### src/rtl/imem_pkg.sv
// Shared definitions for the instruction memory and its loader: state encoding,
// capacity and the big-endian byte-lane ordering used by both fetch and load.
package imem_pkg;

  localparam int IMEM_BYTES = 128;

  // Lane 0 is the most significant byte, stored at the lowest address.
  localparam logic [1:0] LANE_MSB = 2'd0;
  localparam logic [1:0] LANE_1   = 2'd1;
  localparam logic [1:0] LANE_2   = 2'd2;
  localparam logic [1:0] LANE_LSB = 2'd3;

  typedef enum logic [1:0] {
    IDLE,
    WAIT_WORD,
    WRITE,
    DONE
  } loader_state_e;

  function automatic logic [7:0] word_byte(input logic [31:0] word, input logic [1:0] lane);
    logic [7:0] b;
    unique case (lane)
      LANE_MSB: b = word[31:24];
      LANE_1:   b = word[23:16];
      LANE_2:   b = word[15:8];
      default:  b = word[7:0];
    endcase
    return b;
  endfunction

endpackage

### src/rtl/instruction_memory_loader_serializer.sv
// Holds one instruction word and steps through its four bytes, MSB first.
module word_byte_serializer
  import imem_pkg::*;
(
  input  logic        clk,
  input  logic        reset,
  input  logic        load,
  input  logic        advance,
  input  logic [31:0] word_in,
  output logic        last_beat,
  output logic [7:0]  next_byte
);

  logic [31:0] word_q, word_d;
  logic [1:0]  idx_q, idx_d;

  // next_byte is the byte for the beat about to start, so the caller can register it.
  always_comb begin
    word_d = word_q;
    idx_d  = idx_q;
    if (load) begin
      word_d = word_in;
      idx_d  = LANE_MSB;
    end else if (advance) begin
      idx_d = idx_q + 2'd1;
    end
    next_byte = word_byte(word_d, idx_d);
    last_beat = (idx_q == LANE_LSB);
  end

  always_ff @(posedge clk) begin
    if (reset) begin
      word_q <= '0;
      idx_q  <= LANE_MSB;
    end else begin
      word_q <= word_d;
      idx_q  <= idx_d;
    end
  end

endmodule

### src/rtl/instruction_memory_loader.sv
// Streams 32-bit instruction words into the byte-addressed instruction memory,
// four big-endian byte writes per word, after checking alignment and range.
module instruction_memory_loader
  import imem_pkg::*;
#(
  parameter int MEM_BYTES = IMEM_BYTES,
  parameter int CNT_W     = 8
) (
  input  logic             clk,
  input  logic             reset,
  input  logic             start,
  input  logic [31:0]      base_addr,
  input  logic [CNT_W-1:0] num_words,
  input  logic             in_valid,
  output logic             in_ready,
  input  logic [31:0]      in_word,
  output logic             mem_we,
  output logic [31:0]      mem_addr,
  output logic [7:0]       mem_wdata,
  output logic             busy,
  output logic             done,
  output logic             error
);

  loader_state_e    state_q, state_d;
  logic [31:0]      wr_ptr_q, wr_ptr_d;
  logic [CNT_W-1:0] words_left_q, words_left_d;
  logic             zero_pend_q, zero_pend_d;
  logic             mem_we_q, mem_we_d;
  logic [31:0]      mem_addr_q, mem_addr_d;
  logic [7:0]       mem_wdata_q, mem_wdata_d;
  logic             busy_q, busy_d;
  logic             done_q, done_d;
  logic             error_q, error_d;

  logic             ser_load, ser_advance, ser_last;
  logic [7:0]       ser_next_byte;
  logic [32:0]      end_addr;
  logic             out_of_range;

  word_byte_serializer u_serializer (
    .clk       (clk),
    .reset     (reset),
    .load      (ser_load),
    .advance   (ser_advance),
    .word_in   (in_word),
    .last_beat (ser_last),
    .next_byte (ser_next_byte)
  );

  assign end_addr     = {1'b0, base_addr} + 33'({num_words, 2'b00});
  assign out_of_range = (base_addr[1:0] != 2'b00) || (end_addr > 33'(MEM_BYTES));

  assign in_ready = (state_q == WAIT_WORD) ||
                    ((state_q == WRITE) && ser_last && (words_left_q > CNT_W'(1)));

  always_comb begin
    state_d      = state_q;
    wr_ptr_d     = wr_ptr_q;
    words_left_d = words_left_q;
    zero_pend_d  = zero_pend_q;
    ser_load     = 1'b0;
    ser_advance  = 1'b0;
    error_d      = 1'b0;

    unique case (state_q)
      IDLE: begin
        if (start) begin
          if (out_of_range) begin
            error_d = 1'b1;
          end else if (num_words == '0) begin
            state_d     = DONE;
            zero_pend_d = 1'b1;
          end else begin
            wr_ptr_d     = base_addr;
            words_left_d = num_words;
            state_d      = WAIT_WORD;
          end
        end
      end
      WAIT_WORD: begin
        if (in_valid) begin
          ser_load = 1'b1;
          state_d  = WRITE;
        end
      end
      WRITE: begin
        if (!ser_last) begin
          ser_advance = 1'b1;
        end else begin
          words_left_d = words_left_q - CNT_W'(1);
          if (words_left_q == CNT_W'(1)) begin
            state_d = DONE;
          end else if (in_valid && in_ready) begin
            ser_load = 1'b1;
          end else begin
            state_d = WAIT_WORD;
          end
        end
      end
      DONE: begin
        // A zero-word load lingers one extra cycle so done lands two cycles after start.
        if (zero_pend_q) begin
          zero_pend_d = 1'b0;
        end else begin
          state_d = IDLE;
        end
      end
      default: state_d = IDLE;
    endcase

    if (state_d == WRITE) begin
      wr_ptr_d = wr_ptr_q + 32'd1;
    end

    mem_we_d    = (state_d == WRITE);
    mem_addr_d  = (state_d == WRITE) ? wr_ptr_q : mem_addr_q;
    mem_wdata_d = (state_d == WRITE) ? ser_next_byte : mem_wdata_q;
    busy_d      = (state_d != IDLE);
    done_d      = (state_d == DONE) && !zero_pend_d;
  end

  always_ff @(posedge clk) begin
    if (reset) begin
      state_q      <= IDLE;
      wr_ptr_q     <= '0;
      words_left_q <= '0;
      zero_pend_q  <= 1'b0;
      mem_we_q     <= 1'b0;
      mem_addr_q   <= '0;
      mem_wdata_q  <= '0;
      busy_q       <= 1'b0;
      done_q       <= 1'b0;
      error_q      <= 1'b0;
    end else begin
      state_q      <= state_d;
      wr_ptr_q     <= wr_ptr_d;
      words_left_q <= words_left_d;
      zero_pend_q  <= zero_pend_d;
      mem_we_q     <= mem_we_d;
      mem_addr_q   <= mem_addr_d;
      mem_wdata_q  <= mem_wdata_d;
      busy_q       <= busy_d;
      done_q       <= done_d;
      error_q      <= error_d;
    end
  end

  assign mem_we    = mem_we_q;
  assign mem_addr  = mem_addr_q;
  assign mem_wdata = mem_wdata_q;
  assign busy      = busy_q;
  assign done      = done_q;
  assign error     = error_q;

endmodule

### config.mk
export PLATFORM = sky130hd
export DESIGN_NAME = instruction_memory_loader
export DESIGN_NICKNAME = d
export VERILOG_FILES = /design/src/rtl/imem_pkg.sv /design/src/rtl/instruction_memory_loader_serializer.sv /design/src/rtl/instruction_memory_loader.sv
export SDC_FILE = /design/constraint.sdc
export NUM_CORES = 1
export LEC_CHECK = 0
export CAP_MARGIN = 20
export CORE_MARGIN = 2
export CORE_UTILIZATION = 48
export DETAILED_ROUTE_END_ITERATION = 10
export MAX_ROUTING_LAYER = met4
export PLACE_DENSITY = 0.74
export SKIP_CTS_REPAIR_TIMING = 1
export SYNTH_ARGS = -nofsm -noshare
export SYNTH_HDL_FRONTEND = slang
export SYNTH_SLANG_ARGS = --single-unit
### constraint.sdc
create_clock -name clk -period 10.25 [get_ports clk]
set_input_delay 1.5375 -clock clk [delete_from_list [all_inputs] [get_ports clk]]
set_output_delay 1.5375 -clock clk [all_outputs]
set_load 0.02 [all_outputs]
==> metrics <==
outcome finished clean; maximum clock frequency 0.172 GHz; # setup viols final 0; part of the cycle the worst path needs 56.6%; pins over their slew limit 0; kind of start point of the critical path input port; leading cell type in the layout, fill and taps excluded sky130_fd_sc_hd__dfxtp_1; flip-flop cell with the highest count after synthesis sky130_fd_sc_hd__dfxtp_1; Worst R2R Path Depth 11; die boundary height 124 um; Final WS setup 4450 ps; post-synth design cell area 6860 um2; Arr. time, crit path 6140 ps; transition time at the pin with the least slew margin 1060 ps; post-synthesis sequential area ratio 35.3%; unrepaired setup endpoints after global routing no; WL/cell 15.2 um; fill count 1207; share of post-route cells with drive strength above 1 8.23%; number of instances in the synthesized netlist 820; clock buffers created by TritonCTS 17; vias in the first global route 5754; via count of the routed design 6301; total non-filler cell area in the finished layout 8720 um2; starting density of the core 49.2%; number of buffers added on ports 120; worst-case register-to-register setup slack 6180 ps; overall fraction of global-route tracks in use 23.3%; post-detail-place hpwl 11600 um; total number of placement rows 43; pwr/cell area 214 nW/um2; post-synthesis cell type count 74; net total in the final layout 1005; relative area change from synthesis to final layout 27.1%; Post-synth EDFFs 0; standard cell with the maximum stage delay on the critical path sky130_fd_sc_hd__nor3_4; leakage dissipation 3.28 nW; final critical delay including setup and external delays 5800 ps; Seq cells post-synth 121; residual antenna-violating net count after detailed routing 0; type of the tightest min-delay check reg2reg; Setup TNS Final 0 ps; required time of the worst setup path 10590 ps; critical register-to-register path endpoint wr_ptr_q[2]$_SDFFE_PP0P_; net count of the mapped netlist 913; first-pass GRT wire length 27800 um; number of detailed-route iterations in the first pass 5; Max-cap violations 0; remaining global-route overflow 0; root buffer cell sky130_fd_sc_hd__clkbuf_16; filler-free cell count of the finished design 1104; area of the die 15300 um2; crit path from num_words[0]; worst hold slack 452 ps; number of levels the H-tree was split into 4; gpl congestion 0.882; clk buf depth 2; antenna violations before repair 0; first-iteration detailed-routing DRC count 537; endpoint kind of the worst setup timing path flop; clock tree from TritonCTS done; post-route DRC violation count 0; Die Span X 124 um; vias per inst 5.71; syn avg cell area 8.36 um2; Largest stage delay, worst path 830 ps; critical path class in2reg; number of top-level design ports 121; peak supply drop 175 uV; routed wire length 16800 um; Post-Place Cell Area 8060 um2; end of the critical path wr_ptr_q[0]$_SDFFE_PP0P_; Setup Skew 12.4 ps; warning count from the yosys run 0; critical path, cell by cell clkdlybuf4s50_1 -> ha_1 -> fa_1 -> a211oi_1 -> o31a_1 -> a21boi_2 -> nor4b_1 -> nor3_1 -> nor4_4 -> a2bb2oi_2 -> o21ai_4 -> buf_4 -> nor3_4 -> mux2_2; FFs w/ async S/R, synth 0%; Cells on Worst Hold Path 2; worst-path maximum fanout 41; pin count of the biggest net entering global routing 82; placeable core region 13900 um2; Clock transition at path regs 60 ps; final hold vios 0; Max-Slew Margin vs Limit 29.1%; clock sink count 121; top library cells by usage in the layout, fill and taps aside sky130_fd_sc_hd__dfxtp_1 (121), sky130_fd_sc_hd__clkdlybuf4s50_1 (119), sky130_fd_sc_hd__nand2_1 (117); Reg-to-Reg Start state_q[1]$_SDFF_PP0_; clock insertion delay at the later pin of the skew report 410 ps; Antenna diodes 0; pre-CTS setup slack 4100 ps; number of placed instances, taps included 1073
==> cell families after synthesis <==
| kind of cell | count (synthesis) | synth area share [%] |
|---|---|---|
| AO/OA/AOI/OAI | 179 | 18.4 |
| XOR/XNOR | 12 | 1.53 |
| adder cells (fa/ha/maj) | 17 | 3.21 |
| buffers and inverters | 69 | 4.74 |
| flip-flops | 121 | 35.3 |
| multiplexers | 46 | 8.19 |
| AND/OR/NAND/NOR | 376 | 28.6 |
==> sequential cells by signal (all words and copies together) (netlist names) <==
register / cells
u_serializer.idx_q: 2
zero_pend_q: 1
mem_we: 1
done: 1
state_q: 2
words_left_q: 8
busy: 1
error: 1
u_serializer.word_q: 32
mem_addr: 32
mem_wdata: 8
wr_ptr_q: 32
==> metal layers <==
metal	part of all wire, %	GRT usage, %	vias to the layer above
met1	47	30.6	2931
met2	48	36.2	149
met4	1.3	6.89	0
met5	0	-	-
li1	-	-	3196
met3	3.8	4.80	25
==> Yosys cell counts (all sizes together) (5+ instances only) <==
cell / instances / share of area, %
dfxtp: 121 / 35
nand2: 118 / 6.6
nor2: 78 / 4.3
a21oi: 51 / 3.8
clkbuf: 39 / 2.2
mux2i: 37 / 5.4
o21ai: 32 / 2.5
nand3: 30 / 2.2
and3: 27 / 2.5
nor3: 19 / 1.6
ha: 16 / 2.9
inv: 16 / 0.88
a211o: 14 / 1.8
buf: 14 / 1.7
a211oi: 12 / 1.4
nand4: 12 / 1.2
nor3b: 12 / 1.3
and2: 10 / 0.99
and4: 10 / 1.3
nor4: 10 / 1.1
nor4b: 10 / 1.3
nor2b: 9 / 0.82
or3: 9 / 0.82
a21bo: 8 / 1.2
a311oi: 8 / 1.0
mux4: 8 / 2.6
nor4bb: 7 / 1.0
o221ai: 7 / 0.89
xnor2: 7 / 0.89
a21o: 6 / 0.66
o211ai: 6 / 0.66
a31oi: 5 / 0.46
nand2b: 5 / 0.46
xor2: 5 / 0.64
==> power by group <==
group	switching (mW)	internal, mW
registers	0.0246	0.505
logic	0.393	0.280
clock network	0.222	0.439
total	0.640	1.22
==> final cells by class <==
| class | instances | area [um2] | area share [%] |
|---|---|---|---|
| Clock inverter | 13 | 215 | 2.47 |
| Tap cell | 180 | 225 | 2.58 |
| Multi-Input combinational cell | 630 | 4110 | 47.2 |
| Sequential cell | 121 | 2420 | 27.8 |
| Timing Repair Buffer | 126 | 1240 | 14.3 |
| Clock buffer | 18 | 439 | 5.04 |
| Inverter | 16 | 60.1 | 0.689 |
==> how the worst min path moves through the flow <==
stage                                       start                                 end  slack, ps
2_1_floorplan  u_serializer.word_q[16]$_SDFF_PP0_  u_serializer.word_q[16]$_SDFF_PP0_        430
3_5_place_dp   u_serializer.word_q[31]$_SDFF_PP0_  u_serializer.word_q[31]$_SDFF_PP0_        450
5_1_grt        u_serializer.word_q[30]$_SDFF_PP0_  u_serializer.word_q[30]$_SDFF_PP0_        470
4_1_cts        u_serializer.word_q[31]$_SDFF_PP0_  u_serializer.word_q[31]$_SDFF_PP0_        460
6_report       u_serializer.word_q[22]$_SDFF_PP0_  u_serializer.word_q[22]$_SDFF_PP0_        450
3_3_place_gp   u_serializer.word_q[12]$_SDFF_PP0_  u_serializer.word_q[12]$_SDFF_PP0_        440
==> through the flow <==
stage	util, %	total power [mW]
after global routing	62.6	1.96
after detailed placement	57.9	1.21
after CTS	62.6	1.88
after global placement	57.9	1.20
after floorplan	-	1.09
final	62.6	1.86
==> critical path: cells and delay by family <==
| family | cells | cell delay [ps] |
|---|---|---|
| buffers and inverters | 2 | 730 |
| adder cells (fa/ha/maj) | 2 | 650 |
| AO/OA/AOI/OAI | 5 | 1140 |
| AND/OR/NAND/NOR | 4 | 1770 |
| multiplexers | 1 | 290 |
Power figures use the tool's default switching activity.
